`config.mk`:
```
export PLATFORM = sky130hd
export DESIGN_NAME = jk_bank_arbiter_flat
export DESIGN_NICKNAME = d
export VERILOG_FILES = /design/src/rtl/jk_bank_arbiter_pkg.sv /design/src/rtl/jk_bank_arbiter_if.sv /design/src/rtl/jk_rr_arbiter.sv /design/src/rtl/jk_bank_arbiter.sv /design/src/flat_wrapper.sv
export SDC_FILE = /design/constraint.sdc
export NUM_CORES = 1
export LEC_CHECK = 0
export BUFFER_PORTS_ARGS = -buffer_cell sky130_fd_sc_hd__clkbuf_2
export CORE_AREA = 2 2 57 59
export CTS_CLUSTER_SIZE = 16
export DETAILED_ROUTE_END_ITERATION = 8
export DIE_AREA = 0 0 59 61
export GPL_ROUTABILITY_DRIVEN = 0
export PLACE_DENSITY_LB_ADDON = 0.3
export SETUP_SLACK_MARGIN = 0.02
export SLEW_MARGIN = 30
export SYNTH_ARGS = -nofsm -noshare
export SYNTH_HDL_FRONTEND = slang
export SYNTH_SLANG_ARGS = --single-unit
```
`constraint.sdc`:
```
create_clock -name clock -period 4.6 [get_ports clock]
set_input_delay 0.23 -clock clock [delete_from_list [all_inputs] [get_ports clock]]
set_output_delay 0.23 -clock clock [all_outputs]
set_load 0.02 [all_outputs]
```
`src/rtl/jk_bank_arbiter_pkg.sv`:
```
// Shared types, command encodings and helpers for the JK bank arbiter.
package jk_bank_arbiter_pkg;

  localparam logic [1:0] JK_HOLD   = 2'b00;
  localparam logic [1:0] JK_RESET  = 2'b01;
  localparam logic [1:0] JK_SET    = 2'b10;
  localparam logic [1:0] JK_TOGGLE = 2'b11;

  typedef enum logic {
    ARB,
    LOCKED
  } arb_state_t;

  function automatic int wrap_add(int a, int b, int n);
    int s;
    s = a + b;
    return (s >= n) ? s - n : s;
  endfunction

endpackage

```
`src/rtl/jk_bank_arbiter_if.sv`:
```
// Requester-side bundle for the JK bank arbiter.
// lock/locked exist only when JK_ARB_LOCK_EN is defined.
interface jk_bank_arbiter_if #(
  parameter int NREQ  = 4,
  parameter int WIDTH = 8,
  parameter int SELW  = $clog2(WIDTH)
);

  logic [NREQ-1:0]      req;
  logic [2*NREQ-1:0]    jk;
  logic [SELW*NREQ-1:0] sel;
  logic [NREQ-1:0]      gnt;
  logic [WIDTH-1:0]     q;
`ifdef JK_ARB_LOCK_EN
  logic [NREQ-1:0]      lock;
  logic                 locked;
`endif

  modport master (
    output req,
    output jk,
    output sel,
`ifdef JK_ARB_LOCK_EN
    output lock,
    input  locked,
`endif
    input  gnt,
    input  q
  );

  modport slave (
    input  req,
    input  jk,
    input  sel,
`ifdef JK_ARB_LOCK_EN
    input  lock,
    output locked,
`endif
    output gnt,
    output q
  );

endinterface

```
`src/rtl/jk_rr_arbiter.sv`:
```
// Round-robin grant search from ptr, or forced grant to a lock owner.
module jk_rr_arbiter
  import jk_bank_arbiter_pkg::*;
#(
  parameter int NREQ = 4,
  parameter int PW   = $clog2(NREQ)
) (
  input  logic [NREQ-1:0] req_i,
  input  logic [PW-1:0]   ptr_i,
  input  logic            force_i,
  input  logic [PW-1:0]   owner_i,
  output logic [NREQ-1:0] gnt_o,
  output logic [PW-1:0]   win_o
);

  always_comb begin
    logic found;
    int   idx;
    gnt_o = '0;
    win_o = '0;
    found = 1'b0;
    idx   = 0;
    if (force_i) begin
      if (req_i[owner_i]) begin
        gnt_o[owner_i] = 1'b1;
        win_o          = owner_i;
      end
    end else begin
      for (int k = 0; k < NREQ; k++) begin
        idx = wrap_add(int'(ptr_i), k, NREQ);
        if (!found && req_i[idx]) begin
          found      = 1'b1;
          gnt_o[idx] = 1'b1;
          win_o      = PW'(idx);
        end
      end
    end
  end

endmodule

```
`src/rtl/jk_bank_arbiter.sv`:
```
// Round-robin shared JK flip-flop bank, one bit command per cycle.
// Optional owner lock FSM enabled by JK_ARB_LOCK_EN.
module jk_bank_arbiter
  import jk_bank_arbiter_pkg::*;
#(
  parameter int NREQ  = 4,
  parameter int WIDTH = 8,
  parameter int SELW  = $clog2(WIDTH)
) (
  input  logic              clock,
  input  logic              clear,
  jk_bank_arbiter_if.slave  bus
);

  localparam int PW = $clog2(NREQ);

  logic [PW-1:0]    ptr_q, ptr_d;
  logic [WIDTH-1:0] q_q, q_d;
  logic [NREQ-1:0]  gnt;
  logic [PW-1:0]    win;
  logic [PW-1:0]    owner;
  logic             force_lk;
  logic             rel;
  logic             xfer;
  logic [1:0]       jk_w;
  logic [SELW-1:0]  sel_w;

  jk_rr_arbiter #(
    .NREQ (NREQ),
    .PW   (PW)
  ) u_arb (
    .req_i   (bus.req),
    .ptr_i   (ptr_q),
    .force_i (force_lk),
    .owner_i (owner),
    .gnt_o   (gnt),
    .win_o   (win)
  );

  assign bus.gnt = gnt;
  assign bus.q   = q_q;
  assign xfer    = |gnt;
  assign jk_w    = bus.jk[2*int'(win) +: 2];
  assign sel_w   = bus.sel[SELW*int'(win) +: SELW];

`ifdef JK_ARB_LOCK_EN
  arb_state_t    state_q, state_d;
  logic [PW-1:0] owner_q, owner_d;

  always_ff @(posedge clock) begin
    if (clear) begin
      state_q <= ARB;
      owner_q <= '0;
    end else begin
      state_q <= state_d;
      owner_q <= owner_d;
    end
  end

  always_comb begin
    state_d = state_q;
    owner_d = owner_q;
    rel     = 1'b0;
    unique case (state_q)
      ARB: begin
        if (xfer && bus.lock[win]) begin
          state_d = LOCKED;
          owner_d = win;
        end
      end
      LOCKED: begin
        // Dropping req releases too, even without a transfer
        if (!bus.req[owner_q] ||
            (xfer && !bus.lock[owner_q])) begin
          state_d = ARB;
          rel     = 1'b1;
        end
      end
      default: ;
    endcase
  end

  always_comb begin
    force_lk   = (state_q == LOCKED);
    owner      = owner_q;
    bus.locked = (state_q == LOCKED);
  end
`else
  assign force_lk = 1'b0;
  assign owner    = '0;
  assign rel      = 1'b0;
`endif

  always_comb begin
    ptr_d = ptr_q;
    if (xfer)
      ptr_d = PW'(wrap_add(int'(win), 1, NREQ));
    if (rel)
      ptr_d = PW'(wrap_add(int'(owner), 1, NREQ));
  end

  always_comb begin
    q_d = q_q;
    if (xfer && int'(sel_w) < WIDTH) begin
      unique case (jk_w)
        JK_SET:    q_d[sel_w] = 1'b1;
        JK_RESET:  q_d[sel_w] = 1'b0;
        JK_TOGGLE: q_d[sel_w] = ~q_q[sel_w];
        default:   ;
      endcase
    end
  end

  always_ff @(posedge clock) begin
    if (clear) begin
      q_q   <= '0;
      ptr_q <= '0;
    end else begin
      q_q   <= q_d;
      ptr_q <= ptr_d;
    end
  end

endmodule

```
`src/flat_wrapper.sv`:
```
// flat-port wrapper written by rule: the top's interface ports become plain ports
module jk_bank_arbiter_flat import jk_bank_arbiter_pkg::*;
#(
  parameter int NREQ  = 4,
  parameter int WIDTH = 8,
  parameter int SELW  = $clog2(WIDTH)
)
  (clock, clear, bus_req, bus_jk, bus_sel, bus_gnt, bus_q);
  jk_bank_arbiter_if #(.NREQ(NREQ), .WIDTH(WIDTH), .SELW(SELW)) bus_i ();
  input  logic clock;
  input  logic clear;
  input wire logic [$bits(bus_i.req)-1:0] bus_req;
  input wire logic [$bits(bus_i.jk)-1:0] bus_jk;
  input wire logic [$bits(bus_i.sel)-1:0] bus_sel;
  output wire logic [$bits(bus_i.gnt)-1:0] bus_gnt;
  output wire logic [$bits(bus_i.q)-1:0] bus_q;
  assign bus_i.req = bus_req;
  assign bus_i.jk = bus_jk;
  assign bus_i.sel = bus_sel;
  assign bus_gnt = bus_i.gnt;
  assign bus_q = bus_i.q;
  jk_bank_arbiter #(.NREQ(NREQ), .WIDTH(WIDTH), .SELW(SELW)) u_core (.clock(clock), .clear(clear), .bus(bus_i));
endmodule
```
# Yosys cells after proc, flatten, opt, wreduce, memory -nomap -nowiden
# Index checks and enable logic that the tools add are counted.
[classes]
mul = 1
n_reduce_logical = 14
n_addsub = 9
n_shift = 2
magnitude_cmp = 15
eq_ne = 3
bitwise_logic = 7
mux = 42
[op_table]
columns = ["cell", "count"]
rows = [
  ["32-bit by 1-bit >= comparator with 1-bit output, second input constant", 4],
  ["32-bit by 4-bit less-than comparator with 1-bit output, second input constant", 4],
  ["32-bit 2-to-1 mux", 4],
  ["12-bit by 32-bit indexed part select with 3-bit output", 1],
  ["8-bit case mux with 3 select lines", 1],
  ["1-bit 2-to-1 mux", 17],
  ["4-bit 2-to-1 mux", 4],
  ["3-bit >= comparator, second input constant", 4],
  ["4-bit OR", 3],
  ["3-bit by 3-bit subtractor with 4-bit output, second input constant", 3],
  ["2-bit 2-to-1 mux", 5],
  ["8-bit AND", 1],
  ["1-bit binary-select mux with 2-bit select", 4],
  ["8-bit bitwise mux", 1],
  ["1-bit demux with 2-bit select", 4],
  ["1-bit logical AND", 8],
  ["8-bit inverter", 1],
  ["8-bit OR", 1],
  ["8-bit by 4-bit indexed part select with 2-bit output", 1],
  ["2-bit by 1-bit adder with 3-bit output, second input constant", 2],
  ["2-bit by 2-bit adder with 3-bit output, second input constant", 2],
  ["2-bit == test, second input constant", 2],
  ["3-bit by 4-bit less-than comparator with 1-bit output, second input constant", 1],
  ["2-bit by 2-bit multiplier with 4-bit output, first input constant", 1],
  ["12 further kinds", 14],
]
[word_totals]
input_bits = 26
elab_cells = 95
regBits = 10
out_inout_bits = 12

# Logic depth before layout (Yosys ltp)
# Gate-level depths: netlist of the first run.
[logic_depth]
depth_word = 24
ltp_mapped = 16

# Hierarchy
# A second synthesis of the first run with hierarchy kept.
[hier_totals]
cells_unflattened = 155
hier_area_um2 = 1401.3
[by_module_without_submodules]
columns = ["module", "instances", "seq_area_each_um2", "cells_per_inst", "area_each_um2"]
rows = [
  ["jk_rr_arbiter", 1, 0.0, 85, 710.7],
  ["jk_bank_arbiter", 1, 200.2, 70, 690.7],
]

# Worst setup path before layout of the first run
# No wires, ideal clock.
[synth_timing]
path_type = "register to register"
start = "register u_core.ptr_q[0]"
end = "register u_core.q_q[4], in the netlist u_core.bus.q[4]"
required_time_ps = 4460
stages_incl_launch_ff = 16
arrival_time_ps = 3454
synth_period_minus_slack_ps = 3594
setup_slack_ps = 1006
path_buffers = 3
path_cell_list = "dfxtp_1 -> buf_4 -> inv_2 -> ha_1 -> clkbuf_1 -> nand2b_1 -> or4_1 -> o311ai_0 -> a32oi_1 -> o21ai_0 -> or4_1 -> buf_2 -> nand2_1 -> nor2_1 -> a41oi_2 -> o32ai_1"
[synth_via]
word_cells_on_any_way = 89
[synth_rtl]
columns = ["element", "line_no", "rtl"]
rows = [
  ["from (decl)", "jk_bank_arbiter.sv:17", "logic [PW-1:0] ptr_q, ptr_d;"],
  ["from (signal assigned)", "jk_bank_arbiter.sv:120", "ptr_q <= ptr_d;"],
  ["branches (longest 14 deep; another with 32-bit by 1-bit >= comparator with 1-bit output)", "--", ""],
  ["4-bit 2-to-1 mux *", "jk_rr_arbiter.sv:31", "if (!found && req_i[idx]) begin"],
  ["via bus_gnt[2]", "flat_wrapper.sv:15", "output wire logic [$bits(bus_i.gnt)-1:0] bus_gnt;"],
  ["4-bit OR reduction *", "jk_bank_arbiter.sv:42", "assign xfer = |gnt;"],
  ["2-bit AND reduction (no line) *", "--", ""],
  ["to (signal assigned)", "jk_bank_arbiter.sv:119", "q_q <= q_d;"],
  ["to (decl)", "jk_bank_arbiter.sv:18", "logic [WIDTH-1:0] q_q, q_d;"],
]
# Mark *: on every way through the listed nets, which the timed path passes. The select of a mux whose other input is x is not followed.
# A chain may end at the register's enable or synchronous reset.

# Worst setup path in the final report of the first run
[layout_timing]
start = "register u_core.ptr_q[1]"
end = "register u_core.q_q[6], in the netlist u_core.bus.q[6]"
[layout_via]
elab_chain_cells = 24
word_cells_on_any_way = 89
[layout_lines]
columns = ["element"]
rows = [
  ["branches (longest 24 deep; another with 3-bit by 3-bit subtractor with 4-bit output)"],
]
# Several ways; the timed one is not identified. The select of a mux whose other input is x is not followed.

==> results of run 1 <==
-- how the worst min path moves through the flow --
stage                          startpoint               to  slack [ns]
after detailed placement  u_core.bus.q[2]  u_core.bus.q[2]        0.49
after global placement    u_core.bus.q[2]  u_core.bus.q[2]        0.49
final                               clear  u_core.bus.q[6]        0.30
after CTS                           clear  u_core.bus.q[6]        0.29
after global routing                clear  u_core.bus.q[6]        0.31
after floorplan                     clear  u_core.ptr_q[0]        0.55
-- cell usage after synthesis, types with 3 or more instances --
master    number  area (um2)
o32ai_1        3       26.28
o211ai_1       7       52.55
buf_2          4       20.02
a21oi_1        5       25.02
nand3_1        5       25.02
nor3_1         3       15.01
a22oi_1        4       30.03
dfxtp_1       10       200.2
ha_1           8       100.1
o311ai_0       4       35.03
nor2b_1        6       37.54
nor2_1        19       71.32
a32oi_1        5       43.79
nand2b_1       3       18.77
mux4_2         3       67.56
o21ai_0       13       65.06
inv_1         10       37.54
nand2_1       11       41.29
mux2i_1       13       130.1
-- state kept, by name (all words and copies together), names as in the netlist --
| name | count |
|---|---|
| u_core.bus.q | 8 |
| u_core.ptr_q | 2 |
-- power groups by stage --
stage | Sequential (mW) | Combinational, mW | Clock (mW)
final | 0.158 | 0.911 | 0.0786
after global routing | 0.164 | 1.01 | 0.0830
after CTS | 0.158 | 0.910 | 0.0796
after detailed placement | 0.160 | 0.908 | 0
after global placement | 0.159 | 0.907 | 0
after floorplan | 0.194 | 0.721 | 0
-- cells by family (layout without fill, tap and decap cells) --
| kind of cell | count (synthesis) | in the layout |
|---|---|---|
| buf+inv | 21 | 53 |
| fa+ha+maj | 8 | 8 |
| compound gates | 59 | 59 |
| flops | 10 | 10 |
| mux | 20 | 20 |
| xor+xnor | 1 | 1 |
| simple gates | 60 | 60 |
-- final cells by class --
| class | count | area [um2] |
|---|---|---|
| Clock buffer | 4 | 36.28 |
| Sequential cell | 10 | 200.2 |
| Multi-Input combinational cell | 148 | 1116 |
| Timing Repair Buffer | 38 | 192.7 |
| Tap cell | 33 | 41.29 |
| Inverter | 11 | 41.29 |
| Fill cell | 309 | 1325 |
-- routing by layer --
layer / global-route usage / vias to the layer above / part of all wire
met5: 0 / - / 0
li1: - / 744 / -
met2: 0.3302 / 54 / 0.46
met4: 0.04870 / 0 / 0.013
met1: 0.2692 / 647 / 0.47
met3: 0.04051 / 4 / 0.059
-- metrics by stage --
stage	worst slack, ns	power [mW]	utilization
after detailed placement	0.6663	1.068	0.5390
after CTS	0.6524	1.148	0.5513
final	0.6628	1.148	0.5513
after floorplan	1.006	0.9149	-
after global placement	0.7743	1.066	0.5390
after global routing	0.2370	1.257	0.5513
==> impl_metrics.toml, run 1 <==
[setup_path]
worst_r2r_endpoint = "u_core.bus.q[6]"
rrSetupSlack_ns = 0.66
cp.arrival_ns = 4.12
crit_path_max_incr_delay_ns = 0.68
path_buf_inv = 1
crit_start = "u_core.ptr_q[1]"
cp.depth = 12
start_kind = "flip-flop"
critPathMostFrequentCell = "mux2_4"
r2r_start = "u_core.ptr_q[1]"
ff2ff_path_depth = 12
crit_path_max_fanout = 19
crit_chain = "inv_1, ha_1, nor3_1, a21oi_1, o221ai_1, o21a_1, mux2i_1, mux2_4, mux2_4, o221ai_2, nand2_1, a311oi_2"
criticalPathCategory = "reg -> reg"
endpoint = "u_core.bus.q[6]"
cpMaxStageDelayCell = "o21a_1"
end_kind = "flip-flop"
cp.required_ns = 4.78
cp_top_family = "compound AO/OA/AOI/OAI gates"

[synth]
async_flop_share = 0
synth_compound_area_frac = 0.3149
synth_warnings = 0
synthMuxAreaShare = 0.1759
syn_area_per_cell_um2 = 7.948
synth_top_family_by_area = "compound AO/OA/AOI/OAI gates"
synthFlopType = "dfxtp_1"
postSynthCellCount = 179
synth_edf_count = 0
synth_adder_area_share = 0.07036
yosysSeqAreaShare = 0.1407
synth_area_um2 = 1423
synth_cell_types = 51
synth_simple_gate_area_frac = 0.2172
syn-num-nets = 213
synth-seq-cells = 10
synthXorXnorAreaFrac = 0.006157

[sta]
relSlewSlack = 0.4425
finalCritPeriodShare = 0.8559
fin_hold_ws_ns = 0.2969
fin_worst_skew_ns = 0.003287
max_freq_mhz = 254.0
finalHoldViolations = 0
slew_violations = 0
fin_crit_ns = 3.937
rsz0062_at_grt = "false"
setup_tns_ns = 0
finalSetupViolations = 0
tightest_slew_ns = 0.8258

[routing]
vias = 1449
wl_um = 3258
detail_route.wl_per_cell_um = 13.35
drtAntennaViolNets = 0
dr.first_iter.drc_count = 148
drt_first_pass_iters = 5
drc = 0
post_drt_via_cell_ratio = 5.939

[layout]
syn_to_final_growth_pct = 14.42
antennaDiodeCount = 0
design_area_um2 = 1628
mostFrequentLayoutCell = "clkbuf_2"
layout.cells.non_filler = 244
layout_common_cells = "clkbuf_2 (37), nor2_1 (19), o21ai_0 (13), mux2i_1 (13), nand2_1 (11)"
drive_above_1_share = 0.2796
layout.nets = 246

[power]
powerDensity_nw_per_um2 = 705.1
seq_power_share = 0.137
power_switching_mw = 0.6190
vdd_ir_drop_max_mv = 0.4152
p_comb_frac = 0.794
p_int_mw = 0.5287
p_leak_nw = 0.6724
clock_power_share = 0.068
swShare = 0.5393

[placed_design]
post-place-cells = 240
post_dp_cell_area_um2 = 1592
dp_hpwl_um = 2582
port_buffers = 37

[clock_network]
clock-sinks = 10
numCtsBuffers = 3
cts_hold_buf = 0
clock_latency_ns = 0.27
cts_tree = "built"
post_cts.repair.setup_buffers = 0
clk_pin_slew_ns = 0.06
htree_levels = 1
post_cts_resized = 0
cts-root-buf = "clkbuf_4"
cts_buffer_depth = 2

[global_route]
grt_pass1_vias = 1318
grt_max_degree = 20
grt_first_pass_wirelength_um = 5678
grt_antenna_before_repair = 0
gr-total-overflow = 0
track_usage = 0.2003

[floorplanning]
coreArea_um2 = 2953
row_count = 20
fp.dieH_um = 61
die_x_um = 59
dieArea_um2 = 3599
start_util = 0.4818
io_pins = 38

[worst_hold_path]
min_path_type = "in -> reg"
hold_depth = 2

[flow_run]
cap_violations = 0

[status]
status = "finished, final reports clean"
No activity file was read; power rests on OpenSTA's default activity.
==> run 2, diff against run 1 <==
==> constraint.sdc (replaced) <==
create_clock -name clock -period 5 [get_ports clock]
set_input_delay 0.25 -clock clock [delete_from_list [all_inputs] [get_ports clock]]
set_output_delay 0.25 -clock clock [all_outputs]
set_load 0.02 [all_outputs]
==> run 2 against run 1 <==
Non-clock buffer count is 1 lower. First-iteration DRC count down 28%. Count of clock-buffer cells in the layout did not move. Combinational power fell by 10%. Critical path type unchanged. Die area unchanged. Global-route usage decreased by 0.19 points. Clock power fell by 6.1%. Largest cell class unchanged. Final area fell by 0.46%. Core utilization fell by 0.25 points. Final cell count is 0.41% lower. Sequential share of layout area up 0.057 points. Clock skew is 0.0027 ns lower.
==> impl_metrics.toml, run 2 (synthesis results as in run 1) <==
[worst_hold_path]
worstHoldEndpoint = "u_core.bus.q[6]"
hold_depth = 2
worstHoldStart = "clear"
min_path_type = "in -> reg"

[routing]
drtAntennaViolNets = 0
drc = 0
dr.first_iter.drc_count = 107
wl_um = 3217
detail_route.wl_per_cell_um = 13.24
drt_first_pass_iters = 4
post_drt_via_cell_ratio = 5.893
vias = 1432

[floorplanning]
row_count = 20
start_util = 0.4818
coreArea_um2 = 2953
die_x_um = 59
io_pins = 38
fp.dieH_um = 61
dieArea_um2 = 3599

[sta]
finalHoldViolations = 0
fin_crit_ns = 4.233
max_freq_mhz = 236.3
relSlewSlack = 0.4277
tightest_slew_ns = 0.8478
fin_ws_ns = 0.7675
finalSetupViolations = 0
rsz0062_at_grt = "false"
fin_worst_skew_ns = 0.0005983
finalCritPeriodShare = 0.8465
slew_violations = 0
setup_tns_ns = 0

[setup_path]
end_kind = "flip-flop"
ff2ff_path_depth = 12
cp.arrival_ns = 4.42
start_kind = "flip-flop"
criticalPathCategory = "reg -> reg"
cp.required_ns = 5.19
crit_path_max_fanout = 19
r2r_start = "u_core.ptr_q[0]"
rrSetupSlack_ns = 0.77
worst_r2r_endpoint = "u_core.bus.q[6]"

[clock_network]
cts_tree = "built"
clock_latency_ns = 0.27
clk_pin_slew_ns = 0.06
htree_levels = 1
numCtsBuffers = 3
post_cts.repair.setup_buffers = 0
post_cts_resized = 0
clock-sinks = 10
cts-root-buf = "clkbuf_4"
cts_hold_buf = 0
cts_buffer_depth = 2

[layout]
fillCellCount = 308
syn_to_final_growth_pct = 13.90
layout.nets = 245
largest_reg_flops = 8
drive_above_1_share = 0.2762
mostFrequentLayoutCell = "clkbuf_2"
antennaDiodeCount = 0
layout_common_cells = "clkbuf_2 (37), nor2_1 (19), o21ai_0 (13), mux2i_1 (13), nand2_1 (11)"

[global_route]
grt_pass1_vias = 1279
gr-total-overflow = 0
grt_first_pass_wirelength_um = 5471
grt_max_degree = 20
track_usage = 0.1984
grt_antenna_before_repair = 0

[power]
p_leak_nw = 0.6673
powerDensity_nw_per_um2 = 650.0
vdd_ir_drop_max_mv = 0.3352

[placed_design]
dp_worst_setup_slack_ns = 0.7746
dp_hpwl_um = 2534
port_buffers = 37

[flow_run]
cap_violations = 0

[status]
status = "finished, final reports clean"
run 2: power breakdown:
| part | internal, mW | switching, mW | total, mW |
|---|---|---|---|
| combinational | 0.324 | 0.495 | 0.819 |
| clock | 0.0443 | 0.0295 | 0.0738 |
| sequential | 0.114 | 0.0467 | 0.161 |
run 2: cell type report:
cell class / instances / area [um2] / share of cell area
well taps: 33 / 41.29 / 0.02548
clock buffers: 4 / 36.28 / 0.02239
multi-input cells: 148 / 1116 / 0.6888
flip-flops and latches: 10 / 200.2 / 0.1236
repair buffers: 37 / 185.2 / 0.1143
inverters: 11 / 41.29 / 0.02548
run 2: how the worst max path moves through the flow:
stage	startpoint	slack (ns)	endpoint
final	u_core.ptr_q[0]	0.77	u_core.bus.q[6]
after global routing	u_core.ptr_q[0]	0.31	u_core.bus.q[6]
after CTS	u_core.ptr_q[0]	0.76	u_core.bus.q[6]
after detailed placement	u_core.ptr_q[0]	0.77	u_core.bus.q[6]
after global placement	u_core.ptr_q[0]	0.92	u_core.bus.q[6]
after floorplan	u_core.ptr_q[0]	1.41	u_core.bus.q[4]
run 2: through the flow:
stage,utilization,instances,power [mW],area (um2),hold WS (ns)
2_1_floorplan,-,179,0.8417,1423,0.5607
3_3_place_gp,0.5364,239,0.9775,1584,0.4840
3_5_place_dp,0.5364,239,0.9755,1584,0.4888
4_1_cts,0.5487,243,1.055,1620,0.2847
5_1_grt,0.5487,243,1.154,1620,0.3063
6_report,0.5487,243,1.053,1620,0.2951
run 2: worst max-delay path, stage by stage, from the launching register on:
cell	delay, ns
dfxtp_1	0.75
inv_2	0.18
ha_1	0.47
nor3_1	0.24
a21oi_1	0.06
o221ai_1	0.37
o21a_1	0.70
mux2i_1	0.17
mux2_4	0.34
mux2_4	0.31
o221ai_2	0.23
nand2_1	0.11
a311oi_2	0.23
run 2: per-layer routing:
layer / up-vias / GRT usage / part of all wire
met5: - / 0 / 0
met4: 0 / 0.08766 / 0.018
met3: 7 / 0.03838 / 0.051
met2: 44 / 0.3190 / 0.47
met1: 642 / 0.2590 / 0.46
li1: 739 / - / -
